===== src/rtl/uart_alu_top.sv =====
// UART-fronted ALU: three received bytes (A, B, opcode) produce one result byte
// transmitted back on o_tx. Baud ticks are 16x oversampled and shared by RX and TX.
module uart_alu_top #(
    parameter int DBIT      = 8,
    parameter int SB_TICK   = 16,
    parameter int NB_STATE  = 2,
    parameter int CLK_FREQ  = 50_000_000,
    parameter int BAUD_RATE = 19200,
    parameter int NB_OP     = 6
) (
    input  logic i_clock,
    input  logic i_reset,
    input  logic i_data_rx,
    output logic o_tx
);
    localparam int M  = (CLK_FREQ + BAUD_RATE * 8) / (BAUD_RATE * 16);
    localparam int CW = (M > 1) ? $clog2(M) : 1;
    localparam int SW = (SB_TICK > 16) ? $clog2(SB_TICK) : 4;
    localparam int NW = (DBIT > 1) ? $clog2(DBIT) : 1;

    localparam logic [CW-1:0]   M_LAST = CW'(M - 1);
    localparam logic [SW-1:0]   S_MID  = SW'(7);
    localparam logic [SW-1:0]   S_BIT  = SW'(15);
    localparam logic [SW-1:0]   S_STOP = SW'(SB_TICK - 1);
    localparam logic [NW-1:0]   N_LAST = NW'(DBIT - 1);
    localparam logic [DBIT-1:0] SH_LIM = DBIT'(DBIT);

    localparam logic [NB_OP-1:0] OP_ADD = NB_OP'(6'b100000);
    localparam logic [NB_OP-1:0] OP_SUB = NB_OP'(6'b100010);
    localparam logic [NB_OP-1:0] OP_AND = NB_OP'(6'b100100);
    localparam logic [NB_OP-1:0] OP_OR  = NB_OP'(6'b100101);
    localparam logic [NB_OP-1:0] OP_XOR = NB_OP'(6'b100110);
    localparam logic [NB_OP-1:0] OP_NOR = NB_OP'(6'b100111);
    localparam logic [NB_OP-1:0] OP_SRA = NB_OP'(6'b000011);
    localparam logic [NB_OP-1:0] OP_SRL = NB_OP'(6'b000010);

    typedef enum logic [NB_STATE-1:0] {RX_IDLE, RX_START, RX_DATA, RX_STOP} rx_state_t;
    typedef enum logic [NB_STATE-1:0] {TX_IDLE, TX_START, TX_DATA, TX_STOP} tx_state_t;
    typedef enum logic [1:0] {IF_WAIT_A, IF_WAIT_B, IF_WAIT_OP, IF_SEND} if_state_t;

    logic [CW-1:0]   baud_q, baud_d;
    logic            tick;
    logic            rx_meta_q, rx_sync_q;

    rx_state_t       rx_state_q, rx_state_d;
    logic [SW-1:0]   rx_s_q, rx_s_d;
    logic [NW-1:0]   rx_n_q, rx_n_d;
    logic [DBIT-1:0] rx_b_q, rx_b_d;
    logic            rx_done;

    if_state_t       if_state_q, if_state_d;
    logic [DBIT-1:0] a_q, a_d, b_q, b_d, res_q, res_d, alu_res;
    logic [NB_OP-1:0] op_q, op_d;
    logic            tx_start_q, tx_start_d;
    logic signed [DBIT-1:0] a_s;

    tx_state_t       tx_state_q, tx_state_d;
    logic [SW-1:0]   tx_s_q, tx_s_d;
    logic [NW-1:0]   tx_n_q, tx_n_d;
    logic [DBIT-1:0] tx_b_q, tx_b_d;
    logic            tx_q, tx_d, tx_done;

    always_comb begin
        tick   = (baud_q == M_LAST);
        baud_d = tick ? '0 : baud_q + CW'(1);
    end

    // Receiver; a start bit that is gone by mid-bit is treated as a glitch.
    always_comb begin
        rx_state_d = rx_state_q;
        rx_s_d     = rx_s_q;
        rx_n_d     = rx_n_q;
        rx_b_d     = rx_b_q;
        rx_done    = 1'b0;
        case (rx_state_q)
            RX_IDLE: if (!rx_sync_q) begin
                rx_state_d = RX_START;
                rx_s_d     = '0;
            end
            RX_START: if (tick) begin
                if (rx_s_q == S_MID) begin
                    rx_s_d     = '0;
                    rx_n_d     = '0;
                    rx_state_d = rx_sync_q ? RX_IDLE : RX_DATA;
                end else begin
                    rx_s_d = rx_s_q + SW'(1);
                end
            end
            RX_DATA: if (tick) begin
                if (rx_s_q == S_BIT) begin
                    rx_s_d = '0;
                    rx_b_d = {rx_sync_q, rx_b_q[DBIT-1:1]};
                    if (rx_n_q == N_LAST) rx_state_d = RX_STOP;
                    else                  rx_n_d     = rx_n_q + NW'(1);
                end else begin
                    rx_s_d = rx_s_q + SW'(1);
                end
            end
            RX_STOP: if (tick) begin
                if (rx_s_q == S_STOP) begin
                    rx_done    = rx_sync_q;
                    rx_state_d = RX_IDLE;
                end else begin
                    rx_s_d = rx_s_q + SW'(1);
                end
            end
            default: rx_state_d = RX_IDLE;
        endcase
    end

    always_comb begin
        if_state_d = if_state_q;
        a_d        = a_q;
        b_d        = b_q;
        op_d       = op_q;
        res_d      = res_q;
        tx_start_d = 1'b0;
        case (if_state_q)
            IF_WAIT_A:  if (rx_done) begin a_d = rx_b_q; if_state_d = IF_WAIT_B; end
            IF_WAIT_B:  if (rx_done) begin b_d = rx_b_q; if_state_d = IF_WAIT_OP; end
            IF_WAIT_OP: if (rx_done) begin op_d = rx_b_q[NB_OP-1:0]; if_state_d = IF_SEND; end
            IF_SEND: begin
                res_d      = alu_res;
                tx_start_d = 1'b1;
                if_state_d = IF_WAIT_A;
            end
            default: if_state_d = IF_WAIT_A;
        endcase
    end

    assign a_s = a_q;

    always_comb begin
        alu_res = '0;
        case (op_q)
            OP_ADD: alu_res = a_q + b_q;
            OP_SUB: alu_res = a_q - b_q;
            OP_AND: alu_res = a_q & b_q;
            OP_OR:  alu_res = a_q | b_q;
            OP_XOR: alu_res = a_q ^ b_q;
            OP_NOR: alu_res = ~(a_q | b_q);
            OP_SRA: alu_res = (b_q >= SH_LIM) ? {DBIT{a_q[DBIT-1]}} : $unsigned(a_s >>> b_q);
            OP_SRL: alu_res = (b_q >= SH_LIM) ? '0 : a_q >> b_q;
            default: alu_res = '0;
        endcase
    end

    // Transmitter; o_tx is registered from the next state so it never glitches.
    always_comb begin
        tx_state_d = tx_state_q;
        tx_s_d     = tx_s_q;
        tx_n_d     = tx_n_q;
        tx_b_d     = tx_b_q;
        tx_done    = 1'b0;
        tx_d       = 1'b1;
        case (tx_state_q)
            TX_IDLE: if (tx_start_q) begin
                tx_state_d = TX_START;
                tx_s_d     = '0;
                tx_b_d     = res_q;
            end
            TX_START: if (tick) begin
                if (tx_s_q == S_BIT) begin
                    tx_state_d = TX_DATA;
                    tx_s_d     = '0;
                    tx_n_d     = '0;
                end else begin
                    tx_s_d = tx_s_q + SW'(1);
                end
            end
            TX_DATA: if (tick) begin
                if (tx_s_q == S_BIT) begin
                    tx_s_d = '0;
                    tx_b_d = tx_b_q >> 1;
                    if (tx_n_q == N_LAST) tx_state_d = TX_STOP;
                    else                  tx_n_d     = tx_n_q + NW'(1);
                end else begin
                    tx_s_d = tx_s_q + SW'(1);
                end
            end
            TX_STOP: if (tick) begin
                if (tx_s_q == S_STOP) tx_done = 1'b1;
                else                  tx_s_d  = tx_s_q + SW'(1);
            end
            default: tx_state_d = TX_IDLE;
        endcase
        if (tx_done) tx_state_d = TX_IDLE;
        case (tx_state_d)
            TX_START: tx_d = 1'b0;
            TX_DATA:  tx_d = tx_b_d[0];
            default:  tx_d = 1'b1;
        endcase
    end

    always_ff @(posedge i_clock) begin
        if (!i_reset) begin
            baud_q     <= '0;
            rx_meta_q  <= 1'b1;
            rx_sync_q  <= 1'b1;
            rx_state_q <= RX_IDLE;
            rx_s_q     <= '0;
            rx_n_q     <= '0;
            rx_b_q     <= '0;
            if_state_q <= IF_WAIT_A;
            a_q        <= '0;
            b_q        <= '0;
            op_q       <= '0;
            res_q      <= '0;
            tx_start_q <= 1'b0;
            tx_state_q <= TX_IDLE;
            tx_s_q     <= '0;
            tx_n_q     <= '0;
            tx_b_q     <= '0;
            tx_q       <= 1'b1;
        end else begin
            baud_q     <= baud_d;
            rx_meta_q  <= i_data_rx;
            rx_sync_q  <= rx_meta_q;
            rx_state_q <= rx_state_d;
            rx_s_q     <= rx_s_d;
            rx_n_q     <= rx_n_d;
            rx_b_q     <= rx_b_d;
            if_state_q <= if_state_d;
            a_q        <= a_d;
            b_q        <= b_d;
            op_q       <= op_d;
            res_q      <= res_d;
            tx_start_q <= tx_start_d;
            tx_state_q <= tx_state_d;
            tx_s_q     <= tx_s_d;
            tx_n_q     <= tx_n_d;
            tx_b_q     <= tx_b_d;
            tx_q       <= tx_d;
        end
    end

    assign o_tx = tx_q;

endmodule


===== config.mk =====
export PLATFORM = sky130hd
export DESIGN_NAME = uart_alu_top
export DESIGN_NICKNAME = d
export VERILOG_FILES = /design/src/rtl/uart_alu_top.sv
export SDC_FILE = /design/constraint.sdc
export NUM_CORES = 1
export LEC_CHECK = 0
export BUFFER_PORTS_ARGS = -buffer_cell sky130_fd_sc_hd__buf_2
export CORE_ASPECT_RATIO = 1.5
export CORE_MARGIN = 5
export CORE_UTILIZATION = 45
export DETAILED_ROUTE_END_ITERATION = 8
export GPL_TIMING_DRIVEN = 0
export SYNTH_ARGS = -nofsm -noshare
export SYNTH_HDL_FRONTEND = slang
export SYNTH_SLANG_ARGS = --single-unit

===== constraint.sdc =====
create_clock -name i_clock -period 6.33 [get_ports i_clock]
set_clock_uncertainty 0.1 [all_clocks]
set_input_delay 0.3165 -clock i_clock [delete_from_list [all_inputs] [get_ports i_clock]]
set_output_delay 0.3165 -clock i_clock [all_outputs]
set_load 0.01 [all_outputs]

== After elaboration in Yosys (flattened, before gate mapping) ==
Index checks and enable logic that the tools add are counted.

* Bitwise operators: 5
* Add/subtract/negate cells: 7
* Reduce and logical (&&, ||, !) cells: 19
* Equality and inequality tests: 47
* Shifts and indexed selects: 2
* Magnitude comparators: 1
* Mux-type cells: 63

{| class="wikitable"
|+ Operator list
! operator !! count
|-
| 8-bit case mux with 8 select lines || 1
|-
| 4-bit 2-to-1 mux || 12
|-
| 2-bit inequality test, second input constant || 21
|-
| 8-bit 2-to-1 mux || 5
|-
| 2-bit 2-to-1 mux || 19
|-
| 6-bit == test, second input constant || 6
|-
| 3-bit 2-to-1 mux || 10
|-
| 2-bit case mux with 4 select lines || 2
|-
| 4-bit case mux with 4 select lines || 1
|-
| 8-bit case mux with 2 select lines || 1
|-
| 2-bit == test, second input constant || 7
|-
| 6-bit by 2-bit == test with 1-bit output, second input constant || 2
|-
| 3-bit case mux with 2 select lines || 2
|-
| 4-bit case mux with 3 select lines || 1
|-
| 6-bit AND reduction || 2
|-
| 4-bit by 1-bit adder with 4-bit output, second input constant || 2
|-
| 8-bit by 1-bit adder with 8-bit output, second input constant || 1
|-
| 8-bit adder || 1
|-
| 8-bit AND || 1
|-
| 2-bit by 1-bit == test with 1-bit output, second input constant || 4
|-
| 4-bit == test, second input constant || 2
|-
| 8-bit == test, second input constant || 1
|-
| 8-bit by 4-bit greater-or-equal comparator with 1-bit output, second input constant || 1
|-
| 8-bit inverter || 1
|-
| 21 further kinds || 38
|}

* Output and inout port bits: 1
* Input bits: 3
* Bits in registers: 78

== Depth between registers and ports, before layout ==
Gate-level depths: netlist (run 1).

* Word-level depth: 8
* Mapped depth: 13
* Mapped depth without buffers: 11

== Least setup slack after synthesis (run 1) ==
No wires, ideal clock.

* Kind: reg2reg
* Start point: register b_q[1]
* End point: register res_q[4]
* Buffers on the path: 2
* Stages on the path, launching flop included: 13
* Arrival: 2752 ps
* Setup slack: 3356 ps
* Period minus slack after synthesis: 2974 ps
* Library setup time: 122 ps
* Cell sequence: dfxtp_1 clkbuf_1 clkbuf_1 inv_1 ha_1 mux2i_1 fa_1 a21o_1 a21oi_1 xnor2_1 a21oi_1 o31ai_1 a221o_1

* Cells in the longest elaborated chain, start to end: 3
* Elaborated cells on any way between the ends: 8
* Classes of those cells: 2 x add/sub; 1 x order compare; 2 x shift; 3 x mux

{| class="wikitable"
|+ Ends and longest elaborated chain
! what !! line !! source
|-
| start: declaration || 52 || <nowiki>logic [DBIT-1:0] a_q, a_d, b_q, b_d, res_q, res_d, alu_res;</nowiki>
|-
| start signal: assignment || 206 || <nowiki>b_q <= '0;</nowiki>
|-
| start signal: assignment || 225 || <nowiki>b_q <= b_d;</nowiki>
|-
| 8-bit by 4-bit greater-or-equal comparator with 1-bit output, or another cell as far along || 142, 143 ||
|-
| 8-bit 2-to-1 mux, on equally long branches || 143, 142 ||
|-
| 8-bit case mux with 8 select lines * || 135 || <nowiki>case (op_q)</nowiki>
|-
| end signal: assignment || 227 || <nowiki>res_q <= res_d;</nowiki>
|-
| end: declaration || 52 ||
|}

Every way passes the cells marked *; elsewhere a longest branch is shown, timed or not.
A chain may end at the register's enable or synchronous reset.

== Worst setup path in the final report (run 1) ==
* Start point: register b_q[1]
* End point: register res_q[6]

The elaborated chain is that of the path after synthesis.

==> results by group, run 1 <==
Floorplan
  – Area of the core: 11400 um^2
  – Die width: 97.6 um
  – Die H: 141 um
  – Initial core utilization: 45.4%
  – Rows: 48
  – Die area: 13800 um^2
  – Io pins: 4

Synthesis
  – Synthesized instance count: 586
  – Top FF cell, synth: dfxtp_1
  – Post-synth EDFFs: 0
  – Synth Cell Area: 5170 um^2
  – Yosys cell types: 65
  – Synth Warn #: 0
  – FFs w/ async S/R, synth: 0%
  – FF+latch count, synth: 78
  – Seq/Total Area, Yosys: 30.2%
  – Syn Area/Cell: 8.83 um^2
  – Syn nets: 633

Global routing
  – Total grt overflow: 0
  – Number of global-route vias before repair: 4223
  – Initial antenna violation count: 0
  – GRT Util Overall: 19.4%
  – Pin count of the biggest net entering global routing: 14
  – First-pass GRT wire length: 21.5 mm

Place
  – Setup WS pre-CTS: 2.72 ns
  – Hpwl dp: 10.1 mm
  – Port bufs: 3
  – GPL Wtd Cong: 0.953

Timing
  – Final Max Tran Viols: 0
  – Least-Margin Pin Slew: 0.764 ns
  – Final min period: 3.69 ns
  – Crit share post-route: 58.3%
  – Smallest hold slack: 0.0710 ns
  – Final worst setup slack: 2.64 ns
  – Fmax: 271 MHz
  – Final Hold Viols: 0
  – Unrepaired setup endpoints after global routing: no
  – Setup violations, final: 0
  – Final setup TNS: 0 ns
  – Slew headroom: 48.7%

Clocking
  – H-tree levels: 3
  – Hold-fix buffer count after cts: 0
  – Clk_lat worst skew: 0.34 ns
  – Clk sinks: 78
  – CTS tree: yes
  – Reg clk slew, reported paths: 0.06 ns
  – Clock buffer depth: 2
  – Root Driver: clkbuf_16
  – Post-CTS Setup Bufs: 0
  – CTS buffer count: 9
  – Post_cts resized: 0

Finish
  – Layout cells sized above 1: 7.11%
  – Commonest non-fill, non-tap cell in the layout: dfxtp_1
  – Nets: 647
  – Most frequent cells in the layout: dfxtp_1 (78), mux2i_1 (52), nor2b_1 (50)
  – N_diodes: 0
  – Final core occ: 50.1%
  – P&R area growth vs syn: 10.4%

Critical path
  – Critical Path AT: 3.82 ns
  – Crit start category: register
  – Setup CP Type: reg2reg
  – Critical Path Sink Type: register
  – Crit-path max FO: 10
  – Data required, critical path: 6.46 ns
  – Cell depth of the worst flop-to-flop path: 12

Pwr
  – VDD IR-drop max: 0.000156 V
  – PwrDens: 201 nW/um^2
  – Static Leak: 2.31 nW

Route
  – Vias per cell: 5.69
  – Starting DRT DRC Count: 256
  – Pre-antenna DRT Iters: 5
  – Routed via count: 4299
  – Routed len/inst: 17.3 um
  – DRC viols: 0
  – Antenna viol nets, final: 0
  – DRT Wirelength: 13.0 mm

Run status
  – Status: complete, no violations

Flow run
  – Max cap viols: 0

Hold path
  – Worst hold path type: in2reg
  – Hold Crit Depth: 2
## final cells by class
cell class,count,area (um^2)
buffer,24,100
clock buffer,10,229
clock inverter,6,109
fill,1099,5700
inverter,29,109
multi-input combinational,455,3400
sequential,78,1560
tap,150,188
timing repair buffer,3,15.0
## state kept, by name, indices dropped and copies added (netlist names), named ones only
signal      cells
tx_s_q          4
tx_start_q      1
rx_state_q      1
rx_sync_q       1
baud_q          8
rx_s_q          4
rx_n_q          3
rx_b_q          8
b_q             8
o_tx            1
if_state_q      2
a_q             8
rx_meta_q       1
tx_b_q          8
op_q            6
tx_state_q      2
res_q           8
tx_n_q          3
## critical path, stage by stage (launching register included)
cell and delay, ns:
dfxtp_1 0.33, clkbuf_1 0.43, clkbuf_1 0.44, inv_1 0.20
ha_1 0.31, mux2i_1 0.12, fa_1 0.49, a211oi_1 0.28
o21bai_1 0.11, a21oi_1 0.18, xor2_1 0.26, o211ai_1 0.12
a22o_1 0.21
## routing by layer
| metal | vias to the layer above | routed length (um) | GRT usage, % | part of all wire (%) |
|---|---|---|---|---|
| li1 | 2131 | - | - | - |
| met1 | 2005 | 5280 | 21.5 | 40 |
| met2 | 117 | 6610 | 34.5 | 51 |
| met3 | 46 | 469 | 2.90 | 3.6 |
| met4 | 0 | 689 | 12.3 | 5.3 |
| met5 | - | 0 | 0 | 0 |
## report_power, final
| part | switching, mW | internal, mW | total (mW) |
|---|---|---|---|
| combinational | 0.0310 | 0.0207 | 0.0517 |
| sequential | 0.00592 | 0.497 | 0.503 |
| clock | 0.210 | 0.386 | 0.596 |
| total | 0.247 | 0.903 | 1.15 |
## path summary, 6_finish.rpt
kind                  start   endpoint  slack [ns]
setup / recovery     b_q[1]   res_q[6]        2.64
hold / removal    i_data_rx  rx_meta_q        0.07
setup reg to reg     b_q[1]   res_q[6]        2.64
hold reg to reg   rx_meta_q  rx_sync_q        0.31
## through the flow
step,cells,power (mW),cell area [um^2]
after floorplan,586,0.552,5170
after global placement,739,0.564,5380
after detailed placement,739,0.566,5380
after CTS,755,1.16,5720
after global routing,755,1.19,5720
final,755,1.15,5720
## kinds of logic after synthesis
| logic type | Yosys count | share of synthesized area [%] |
|---|---|---|
| mux | 57 | 11.8 |
| fa+ha+maj | 44 | 10.8 |
| xor+xnor | 28 | 4.74 |
| compound gates | 126 | 17.4 |
| buf+inv | 53 | 4.04 |
| simple gates | 200 | 21.1 |
| flops | 78 | 30.2 |
## Yosys cell counts, types with 3 or more instances
master,count,area share [%]
nand4_1,6,0.73
and2_1,9,1.1
a31oi_1,6,0.73
xor2_1,7,1.2
a41oi_1,3,0.51
buf_2,5,0.48
a21boi_0,4,0.58
o22ai_1,3,0.36
mux4_2,3,1.3
xnor2_1,21,3.6
clkbuf_1,17,1.2
inv_1,29,2.1
dfxtp_1,78,30
nor4_4,3,1.2
a22oi_1,6,0.87
a211oi_1,5,0.73
nand2b_1,4,0.48
nand3_1,13,1.3
a21o_1,3,0.44
a22o_1,4,0.68
a21oi_1,25,2.4
nand2_1,34,2.5
nor2_1,44,3.2
o21ai_0,19,1.8
mux2i_1,52,10
o211a_1,8,1.5
o211ai_1,5,0.73
ha_1,43,10
nor3_1,12,1.2
nor2b_1,50,6.0
o31ai_1,4,0.58
o21bai_1,5,0.73
or2_2,3,0.36
o21a_1,3,0.44
nor3b_1,3,0.44
and3_1,9,1.1
(Power assumes the default switching activity.)
==> inputs of run 2 (changes only) <==
- clock period: 6.33 -> 3.5 ns (I/O delays scaled with it)
==> run 2 against run 1 <==
Against the previous run:
- wire length is essentially flat
- sequential power grew 81%
- global-route usage is essentially flat
- final cell count grew 0.13%
- sequential share of layout area shrank 0.072 points
- combinational power grew 82%
- critical endpoint unchanged
==> results by group, run 2 (synthesis gave the netlist of run 1 again) <==
Run status
  – Status: complete, no violations

Timing
  – Crit share post-route: 93.9%
  – Final Hold Viols: 0
  – Final Max Tran Viols: 0
  – Final min period: 3.29 ns
  – Unrepaired setup endpoints after global routing: no
  – Setup violations, final: 0
  – Least-Margin Pin Slew: 0.763 ns
  – Fmax: 304 MHz
  – Final worst setup slack: 0.213 ns
  – Smallest hold slack: 0.104 ns
  – Slew headroom: 48.7%

Route
  – Antenna viol nets, final: 0
  – Met2 WL: 6.51 mm
  – Routed via count: 4309
  – Routed len/inst: 17.3 um
  – Starting DRT DRC Count: 248
  – Vias per cell: 5.70
  – DRT Wirelength: 13.0 mm
  – Pre-antenna DRT Iters: 6
  – Top sig layer: met4
  – M1 WL: 5.30 mm
  – WL met3: 474 um
  – DRC viols: 0

Critical path
  – Critical Path Sink Type: register
  – Slowest stage cell, crit path: fa_1
  – Setup CP Type: reg2reg
  – Crit start category: register
  – CP top delay family: compound AO/OA/AOI/OAI gates
  – Critical Path AT: 3.42 ns
  – Buf/Inv on CP: 3
  – Data required, critical path: 3.63 ns
  – Critical path's most frequent cell: clkbuf_2
  – Cell depth of the worst flop-to-flop path: 12
  – Levels on crit path: 12
  – Critical R2R Launch: b_q[1]
  – Crit-path max FO: 10
  – Crit-path max cell delay: 0.48 ns
  – Crit path from: b_q[1]
  – CP cell instances: clkbuf_2, clkbuf_2, inv_1, ha_1, mux2i_1, fa_1, a211oi_1, o21bai_1, a21oi_1, xor2_1, o211ai_1, a22o_1

Finish
  – N_diodes: 0
  – Storage cell area: 1560 um^2
  – Fill cells: 1095
  – Layout cells sized above 1: 7.43%
  – Final Cell Area: 5730 um^2
  – Nets: 648
  – Most frequent cells in the layout: dfxtp_1 (78), mux2i_1 (52), nor2b_1 (50)
  – P&R area growth vs syn: 10.7%
  – Area of the multi-input gates: 3400 um^2
  – Commonest non-fill, non-tap cell in the layout: dfxtp_1

Hold path
  – Worst hold path type: in2reg
  – Hold Crit Depth: 2
  – Hold_sp: i_reset

Place
  – Port bufs: 3
  – Setup WS pre-CTS: -0.114 ns
  – GPL Wtd Cong: 0.953
  – Hpwl dp: 10.1 mm
  – DP Area: 5380 um^2

Clocking
  – CTS tree: yes
  – Root Driver: clkbuf_16
  – Clk sinks: 78
  – Clock buffer depth: 2
  – Clk_lat worst skew: 0.33 ns
  – H-tree levels: 3
  – Reg clk slew, reported paths: 0.06 ns
  – CTS buffer count: 9
  – Post-CTS Setup Bufs: 0

Floorplan
  – Die H: 141 um
  – Die area: 13800 um^2
  – Die width: 97.6 um
  – Rows: 48
  – Io pins: 4
  – Initial core utilization: 45.4%
  – Area of the core: 11400 um^2

Global routing
  – Initial antenna violation count: 0
  – GRT Util Overall: 19.4%
  – Pin count of the biggest net entering global routing: 14
  – First-pass GRT wire length: 21.5 mm
  – Total grt overflow: 0
  – Number of global-route vias before repair: 4226

Pwr
  – Static Leak: 2.32 nW
  – PwrDens: 362 nW/um^2
  – VDD IR-drop max: 0.000282 V

Flow run
  – Max cap viols: 0
-- run 2: changes by cell type in the layout (fill, tap and decap cells not counted), sizes merged --
cell,previous run,this run
buf,10,9
clkbuf,27,28
dlygate4sd3,0,1
-- run 2: path summary, 6_finish.rpt --
| path | end | slack, ns |
|---|---|---|
| worst max-delay path | res_q[6] | 0.21 |
| worst min-delay path | tx_start_q | 0.10 |
| worst max register to register | res_q[6] | 0.21 |
| worst min register to register | rx_sync_q | 0.31 |
-- run 2: stage by stage --
| stage | cells | power (mW) | utilization (%) | TNS, ns |
|---|---|---|---|---|
| 5_1_grt | 756 | 2.16 | 50.2 | 0 |
| 6_report | 756 | 2.08 | 50.2 | 0 |
| 2_1_floorplan | 586 | 0.999 | - | 0 |
| 4_1_cts | 756 | 2.10 | 50.2 | 0 |
| 3_3_place_gp | 739 | 1.02 | 47.1 | -0.162 |
| 3_5_place_dp | 739 | 1.02 | 47.1 | -0.201 |
-- run 2: metal layers --
layer | track usage [%] | vias up
li1 | - | 2128
met1 | 21.5 | 1996
met2 | 34.5 | 132
met3 | 2.90 | 53
met4 | 12.3 | 0
met5 | 0 | -
-- run 2: where the power goes --
group	switching [mW]	leakage, nW	internal (mW)
Clock	0.377	0.167	0.697
Combinational	0.0560	1.53	0.0382
Sequential	0.0107	0.629	0.898
-- run 2: final cells by class --
| cell class | count | area share (%) |
|---|---|---|
| Multi-Input combinational cell | 455 | 59.4 |
| Tap cell | 150 | 3.28 |
| Inverter | 29 | 1.90 |
| Buffer | 24 | 1.83 |
| Clock inverter | 6 | 1.90 |
| Clock buffer | 10 | 4.00 |
| Sequential cell | 78 | 27.2 |
| Timing Repair Buffer | 4 | 0.437 |
-- run 2: what timing repair did --
item | CTS | global route
hold endpoints to repair | 1 | 0
gates resized for setup | 1 | 3
endpoints found under the setup margin | 3 | 4
gates cloned | 0 | 0
hold buffers | 1 | 0
-- run 2: worst register-to-register path: stages (launching register included) --
cell and delay (ns):
dfxtp_1 0.33, clkbuf_2 0.25, clkbuf_2 0.30, inv_1 0.15
ha_1 0.29, mux2i_1 0.13, fa_1 0.48, a211oi_1 0.28
o21bai_1 0.11, a21oi_1 0.18, xor2_1 0.27, o211ai_1 0.12
a22o_1 0.21
